### src/rtl/instruction_fetch_unit.sv
// Instruction fetch front end: owns the PC, issues word reads to instruction memory,
// absorbs multi-cycle latency with a four-state FSM and a one-entry buffer, and drives the IF/ID register.
module instruction_fetch_unit #(
    parameter logic [31:0] RESET_PC  = 32'h0000_0000,
    parameter logic [31:0] NOP_INSTR = 32'h0000_0013
) (
    input  logic        clk,
    input  logic        reset,
    input  logic        hold_IF_reg,
    input  logic        reset_IF_reg,
    input  logic        branch_jump_signal,
    input  logic [31:0] branch_jump_target,
    output logic        i_mem_read,
    output logic [31:0] i_mem_address,
    input  logic [31:0] i_mem_readdata,
    input  logic        i_mem_busywait,
    output logic [31:0] instruction,
    output logic [31:0] pc,
    output logic [31:0] pc_plus_4,
    output logic        instr_valid,
    output logic        fetch_stall
);

    typedef enum logic [1:0] {
        ST_FETCH  = 2'd0,
        ST_WAIT   = 2'd1,
        ST_BUFFER = 2'd2,
        ST_DRAIN  = 2'd3
    } state_t;

    state_t      state_reg, state_next;
    logic [31:0] pc_reg, pc_next;
    logic [31:0] target_reg, target_next;
    logic [31:0] buf_reg, buf_next;
    logic [31:0] instruction_reg, instruction_next;
    logic [31:0] if_pc_reg, if_pc_next;
    logic [31:0] if_pc_plus_4_reg, if_pc_plus_4_next;
    logic        instr_valid_reg, instr_valid_next;

    logic        accept;
    logic [31:0] accept_instr;
    logic [31:0] target_word;

    // Low address bits of a redirect are dropped so the PC stays word aligned.
    assign target_word = branch_jump_target & ~32'h0000_0003;

    always_ff @(posedge clk or posedge reset) begin
        if (reset) begin
            state_reg        <= ST_FETCH;
            pc_reg           <= RESET_PC;
            target_reg       <= RESET_PC;
            buf_reg          <= 32'h0;
            instruction_reg  <= NOP_INSTR;
            if_pc_reg        <= RESET_PC;
            if_pc_plus_4_reg <= RESET_PC + 32'd4;
            instr_valid_reg  <= 1'b0;
        end else begin
            state_reg        <= state_next;
            pc_reg           <= pc_next;
            target_reg       <= target_next;
            buf_reg          <= buf_next;
            instruction_reg  <= instruction_next;
            if_pc_reg        <= if_pc_next;
            if_pc_plus_4_reg <= if_pc_plus_4_next;
            instr_valid_reg  <= instr_valid_next;
        end
    end

    always_comb begin
        state_next        = state_reg;
        pc_next           = pc_reg;
        target_next       = target_reg;
        buf_next          = buf_reg;
        instruction_next  = instruction_reg;
        if_pc_next        = if_pc_reg;
        if_pc_plus_4_next = if_pc_plus_4_reg;
        instr_valid_next  = instr_valid_reg;
        accept            = 1'b0;
        accept_instr      = i_mem_readdata;

        case (state_reg)
            ST_FETCH: begin
                if (branch_jump_signal) begin
                    pc_next = target_word;
                end else if (!hold_IF_reg) begin
                    if (!i_mem_busywait) accept = 1'b1;
                    else                 state_next = ST_WAIT;
                end
            end
            ST_WAIT: begin
                if (branch_jump_signal) begin
                    // An outstanding read must still be drained before the new target is issued.
                    if (i_mem_busywait) begin
                        target_next = target_word;
                        state_next  = ST_DRAIN;
                    end else begin
                        pc_next    = target_word;
                        state_next = ST_FETCH;
                    end
                end else if (!i_mem_busywait) begin
                    if (hold_IF_reg) begin
                        buf_next   = i_mem_readdata;
                        state_next = ST_BUFFER;
                    end else begin
                        accept     = 1'b1;
                        state_next = ST_FETCH;
                    end
                end
            end
            ST_BUFFER: begin
                if (branch_jump_signal) begin
                    pc_next    = target_word;
                    state_next = ST_FETCH;
                end else if (!hold_IF_reg) begin
                    accept       = 1'b1;
                    accept_instr = buf_reg;
                    state_next   = ST_FETCH;
                end
            end
            ST_DRAIN: begin
                if (branch_jump_signal) target_next = target_word;
                if (!i_mem_busywait) begin
                    pc_next    = branch_jump_signal ? target_word : target_reg;
                    state_next = ST_FETCH;
                end
            end
            default: state_next = ST_FETCH;
        endcase

        if (accept) begin
            pc_next           = pc_reg + 32'd4;
            instruction_next  = accept_instr;
            if_pc_next        = pc_reg;
            if_pc_plus_4_next = pc_reg + 32'd4;
            instr_valid_next  = 1'b1;
        end

        // Flush wins over any accept or stall; the IF/ID PC fields keep their old value.
        if (branch_jump_signal || reset_IF_reg) begin
            instruction_next  = NOP_INSTR;
            instr_valid_next  = 1'b0;
            if_pc_next        = if_pc_reg;
            if_pc_plus_4_next = if_pc_plus_4_reg;
        end
    end

    always_comb begin
        i_mem_read  = 1'b0;
        fetch_stall = 1'b0;
        case (state_reg)
            ST_FETCH: begin
                i_mem_read  = !hold_IF_reg && !branch_jump_signal;
                fetch_stall = i_mem_read && i_mem_busywait;
            end
            ST_WAIT: begin
                i_mem_read  = 1'b1;
                fetch_stall = 1'b1;
            end
            ST_BUFFER: begin
                i_mem_read  = 1'b0;
                fetch_stall = 1'b0;
            end
            ST_DRAIN: begin
                i_mem_read  = 1'b1;
                fetch_stall = 1'b1;
            end
            default: begin
                i_mem_read  = 1'b0;
                fetch_stall = 1'b0;
            end
        endcase
    end

    assign i_mem_address = pc_reg;
    assign instruction   = instruction_reg;
    assign pc            = if_pc_reg;
    assign pc_plus_4     = if_pc_plus_4_reg;
    assign instr_valid   = instr_valid_reg;

endmodule

### config.mk
export PLATFORM = sky130hd
export DESIGN_NAME = instruction_fetch_unit
export DESIGN_NICKNAME = d
export VERILOG_FILES = /design/src/rtl/instruction_fetch_unit.sv
export SDC_FILE = /design/constraint.sdc
export NUM_CORES = 1
export LEC_CHECK = 0
export CORE_MARGIN = 2
export CORE_UTILIZATION = 58
export CTS_CLUSTER_SIZE = 30
export DETAILED_ROUTE_END_ITERATION = 8
export DONT_BUFFER_PORTS = 1
export GPL_TIMING_DRIVEN = 0
export PLACE_DENSITY = 0.74
export SKIP_LAST_GASP = 1
export SLEW_MARGIN = 20
export SYNTH_ARGS = -nofsm -noshare
export SYNTH_HDL_FRONTEND = slang
export SYNTH_SLANG_ARGS = --single-unit
### constraint.sdc
create_clock -name clk -period 10.1 [get_ports clk]
set_input_delay 3.03 -clock clk [delete_from_list [all_inputs] [get_ports clk]]
set_output_delay 3.03 -clock clk [all_outputs]
set_load 0.005 [all_outputs]
# == Yosys cells after proc, flatten, opt, wreduce, memory -nomap -nowiden ==
# Index checks and enable logic that the tools add are counted.
# word_totals
inputBits,70
out_inout_bits,131
ff_bits,195
elab_cells,80
# classes
n_bitwise,3
addsub,1
n_eq_ne,15
n_reduce_logical,15
muxes,38
# ops
op,n
$mux W32,13
$pmux W32 S3,1
$pmux W32 S2,1
$add A32 B3 Y32 const B,1
$mux W2,10
$ne A3 B3 Y1 const B,5
$ne A2 B2 Y1 const B,6
$mux W1,9
$pmux W1 S3,3
$pmux W2 S4,1
$reduce_and A3 Y1,2
$reduce_and A6 Y1,1
$eq A2 B2 Y1 const B,2
$reduce_and A4 Y1,1
$reduce_bool A2 Y1,2
$reduce_or A2 Y1,2
$ne A3 B1 Y1 const B,1
$not A1 Y1,3
$eq A2 B1 Y1 const B,1
$logic_and A1 B1 Y1,2
$logic_not A1 Y1,2
$logic_not A2 Y1,1
$reduce_and A2 Y1,1
$logic_or A1 B1 Y1,1

# == Logic depth before layout (Yosys ltp) ==
# depth
word_depth,6
depth_mapped,8
mapped_depth_nobuf,6

# == Worst setup path before layout ==
# No wires, ideal clock.
# synth_timing
path_kind,in2out
from,input hold_IF_reg
to,output i_mem_read
t_required_ps,7070
slack_ps,3507
path_stages,3
arrival_time_ps,3563
path_buffers,1
path_cell_list,buf_2 > nor3_1 > or2_2
# synth_between
elab_chain_len,3
# synth_lines
element,line,text
from (decl),9,"input logic hold_IF_reg,"
$logic_not A1 Y1,152,i_mem_read = !hold_IF_reg && !branch_jump_signal;
$logic_and A1 B1 Y1,152,
$pmux W1 S3,150,case (state_reg)
to (decl),13,"output logic i_mem_read,"
# Every way passes these cells.

# == Worst setup path after layout ==
# Ends and elaborated chain as after synthesis.

==> results.sh <==
export IMPL_gate_count_post_synth=857
export IMPL_max_clock_path_buffers=2
export IMPL_postCtsHoldBufs=0
export IMPL_gr_total_overflow=0
export IMPL_synth_adder_area_share_pct=0.141
export IMPL_final_setup_viol_count=0
export IMPL_synth_cell_area_mm2=0.00888
export IMPL_internal_power_w=0.00151
export IMPL_port_buffers=0
export IMPL_worst_pin_slew_ns=0.628
export IMPL_drt_total_wl_mm=23.1
export IMPL_ctsResizeCount=0
export IMPL_post_cts_buffers=0
export IMPL_leakagePower_nw=4.47
export IMPL_die_h_um=128
export IMPL_path_max_fanout=8
export IMPL_seq_area_frac_synth_pct=54.4
export IMPL_timing_hold_worst_class="reg -> reg"
export IMPL_syn_mean_instance_area_um2=10.4
export IMPL_final_layout_net_count=949
export IMPL_critical_path_startpoint_type="primary input"
export IMPL_power_frac_seq_pct=51.0
export IMPL_post_route_drc_count=0
export IMPL_total_switching_power_w=0.000556
export IMPL_finish_cell_count_without_fillers=1078
export IMPL_clk_latency_ns=0.43
export IMPL_yosys_area_share_simple_pct=15.2
export IMPL_status="finished, final reports clean"
export IMPL_worst_ir_drop_vdd_mv=0.121
export IMPL_clock_tree_root_cell="sky130_fd_sc_hd__clkbuf_16"
export IMPL_clock_skew_ns=0.00661
export IMPL_route_antenna_remaining_nets=0
export IMPL_ctsHtreeMaxLevel=4
export IMPL_cts_made_buffers=17
export IMPL_cell_count_post_placement=1047
export IMPL_cts_tree="yes"
export IMPL_place_worst_setup_slack_ns=3.43
export IMPL_timing_hold_violations_final=0
export IMPL_die_width_um=128
export IMPL_number_of_global_route_vias_before_repair=6806
export IMPL_routed_length_per_instance_um=21.4
export IMPL_muxShareOfSynthArea_pct=12.7
export IMPL_grt_first_pass_wirelength_mm=36.4
export IMPL_dpl_hpwl_mm=17.0
export IMPL_finalCriticalPeriod_ns=6.67
export IMPL_drt_pass1_iter_count=6
export IMPL_power_density_mw_per_mm2=210
export IMPL_pin_count_of_the_biggest_net_entering_global_routing=77
export IMPL_initial_antenna_violation_count=0
export IMPL_grt_setup_unrepaired="no"
export IMPL_cts_num_sinks=193
export IMPL_max_cap_violations=0
export IMPL_start_util_pct=58.9
export IMPL_synth_area_in_xor_xnor_pct=2.76
export IMPL_critical_path_endpoint_type="output pin"
export IMPL_p_comb_share_pct=13.2
export IMPL_clkPwrFrac_pct=35.8
export IMPL_synth_area_leaders="sky130_fd_sc_hd__dfrtp_1, sky130_fd_sc_hd__mux2_2, sky130_fd_sc_hd__nand2_1"
export IMPL_post_drt_via_cell_ratio=6.11
export IMPL_final_layout_size_suffix_gt1_share_pct=16.7
export IMPL_post_route_worst_setup_slack_ns=3.43
export IMPL_post_synth_top_area_cell="sky130_fd_sc_hd__dfrtp_1"
export IMPL_core_region_area_mm2=0.0151
export IMPL_yosys_most_used_dff="sky130_fd_sc_hd__dfrtp_1"
export IMPL_area_delta_synth_final_pct=10.7
export IMPL_share_of_the_synthesized_area_in_compound_gates_ao_oa_aoi_oai_pct=10.7
export IMPL_yosys_warnings=0
export IMPL_die_area_mm2=0.0163
export IMPL_detailroute_via_count=6590
export IMPL_worst_slew_margin_pct=58.1
export IMPL_finalWeightedCongestion=0.938
export IMPL_largest_family_of_logic_cells_by_synthesized_area="simple AND/OR/NAND/NOR gates"
export IMPL_path_clk_slew_ns=0.06
export IMPL_detailedRoute_firstIterationViolations=560
export IMPL_setup_total_negative_slack_ns=0
export IMPL_postSynthNetCount=928
export IMPL_synth_edff_count=0
export IMPL_synth_top_cell_area_share_pct=53.2
export IMPL_clock_fmax_ghz=0.150
export IMPL_layout_filler_cells=1181
export IMPL_io_pins=201
export IMPL_num_rows=45
export IMPL_critPathArrivalTime_ns=3.64
export IMPL_ws_path_type="in -> out"
export IMPL_gr_usage_all_layers_pct=28.9
export IMPL_insertedDiodeCount=0
export IMPL_final_max_slew_violation_count=0
export IMPL_yosys_register_bits=193
export IMPL_power_switching_share_pct=26.9
export IMPL_post_route_period_util_pct=66.0
export IMPL_postSynth_asyncResetShare_pct=100
export IMPL_synth_cell_types=53
export IMPL_cp_required_ns=7.07
[synth_stat cells (3+ instances only)]
library cell,count
sky130_fd_sc_hd__buf_1,4
sky130_fd_sc_hd__buf_4,4
sky130_fd_sc_hd__a211oi_1,29
sky130_fd_sc_hd__mux2i_1,42
sky130_fd_sc_hd__nor3_1,6
sky130_fd_sc_hd__a211o_1,5
sky130_fd_sc_hd__o32a_1,3
sky130_fd_sc_hd__dfstp_2,4
sky130_fd_sc_hd__nor2_1,51
sky130_fd_sc_hd__mux2_2,63
sky130_fd_sc_hd__o21ai_0,57
sky130_fd_sc_hd__clkbuf_1,27
sky130_fd_sc_hd__o21ai_1,3
sky130_fd_sc_hd__and3_1,4
sky130_fd_sc_hd__a21oi_1,37
sky130_fd_sc_hd__o221ai_1,5
sky130_fd_sc_hd__dfrtp_1,189
sky130_fd_sc_hd__a21o_1,6
sky130_fd_sc_hd__nand4_1,9
sky130_fd_sc_hd__inv_1,8
sky130_fd_sc_hd__buf_2,28
sky130_fd_sc_hd__xnor2_1,12
sky130_fd_sc_hd__xor2_1,16
sky130_fd_sc_hd__and2_1,4
sky130_fd_sc_hd__o211ai_1,5
sky130_fd_sc_hd__nand2_1,179
sky130_fd_sc_hd__buf_6,3
sky130_fd_sc_hd__nand3_1,20
sky130_fd_sc_hd__or3_1,5
[layer usage]
metal | share of wire (%) | routed length (um) | vias to the layer above | track usage (%)
met5 | 0 | 0 | - | 0
met4 | 2.2 | 499 | 0 | 9.89
li1 | - | - | 3004 | -
met3 | 11 | 2440 | 35 | 10.8
met1 | 38 | 8790 | 3255 | 34.6
met2 | 49 | 11300 | 296 | 48.3
[through the flow]
step	total power (W)	hold WS, ns	utilization (%)	area (um^2)
2_1_floorplan	0.00124	0.453	-	8880
3_3_place_gp	0.00131	0.475	60.4	9120
3_5_place_dp	0.00134	0.479	60.8	9180
4_1_cts	0.00207	0.501	65.2	9840
5_1_grt	0.00215	0.514	65.2	9840
6_report	0.00206	0.494	65.2	9840
[path summary, 6_finish.rpt]
path                                        from           endpoint  slack (ns)  depth (start not counted)
worst max-delay path                 hold_IF_reg         i_mem_read        3.43                          3
worst min-delay path               target_reg[0]      target_reg[0]        0.49                          1
worst max register to register  i_mem_address[2]  i_mem_address[26]        7.46                          6
worst min register to register     target_reg[0]      target_reg[0]        0.49                          1
max in group asynchronous                  reset       pc_plus_4[2]        6.56                          3
min in group asynchronous                  reset    instruction[25]        2.45                          1
[power groups by stage]
stage               Combinational (W)  Clock (W)  Sequential (W)
floorplan                    0.000214          0         0.00103
global placement             0.000253          0         0.00105
detailed placement           0.000272          0         0.00106
CTS                          0.000274   0.000745         0.00105
global route                 0.000307   0.000778         0.00107
finish                       0.000272   0.000740         0.00105
[cell usage in the layout, fill, tap and decap left out, types with 16 or more instances in the layout]
master,n
sky130_fd_sc_hd__buf_2,28
sky130_fd_sc_hd__nand3_1,20
sky130_fd_sc_hd__nor2_1,51
sky130_fd_sc_hd__mux2_2,63
sky130_fd_sc_hd__clkbuf_16,17
sky130_fd_sc_hd__clkbuf_1,27
sky130_fd_sc_hd__o21ai_0,57
sky130_fd_sc_hd__dfrtp_1,189
sky130_fd_sc_hd__a211oi_1,29
sky130_fd_sc_hd__mux2i_1,42
sky130_fd_sc_hd__nand2_1,179
sky130_fd_sc_hd__a21oi_1,37
sky130_fd_sc_hd__xor2_1,16
[layout make-up]
| cell class | instances | area (um^2) | area share (%) |
|---|---|---|---|
| flip-flops and latches | 193 | 4830 | 49.1 |
| inverters | 8 | 37.5 | 0.382 |
| clock inverters | 8 | 148 | 1.50 |
| repair buffers | 2 | 55.1 | 0.560 |
| clock buffers | 23 | 508 | 5.16 |
| multi-input cells | 589 | 3690 | 37.5 |
| plain buffers | 67 | 325 | 3.31 |
| well taps | 188 | 235 | 2.39 |
[cells by family (layout without fill, tap and decap cells)]
kind of cell | after synthesis | in the layout
flops | 193 | 193
compound gates | 157 | 157
xor+xnor | 28 | 28
simple gates | 298 | 298
fa+ha+maj | 1 | 1
mux | 105 | 105
buf+inv | 75 | 108
[critical path, stage by stage]
cell and delay [ns]:
sky130_fd_sc_hd__buf_2 0.21, sky130_fd_sc_hd__nor3_1 0.08, sky130_fd_sc_hd__or2_2 0.31
No activity file was read; power rests on OpenSTA's default activity.
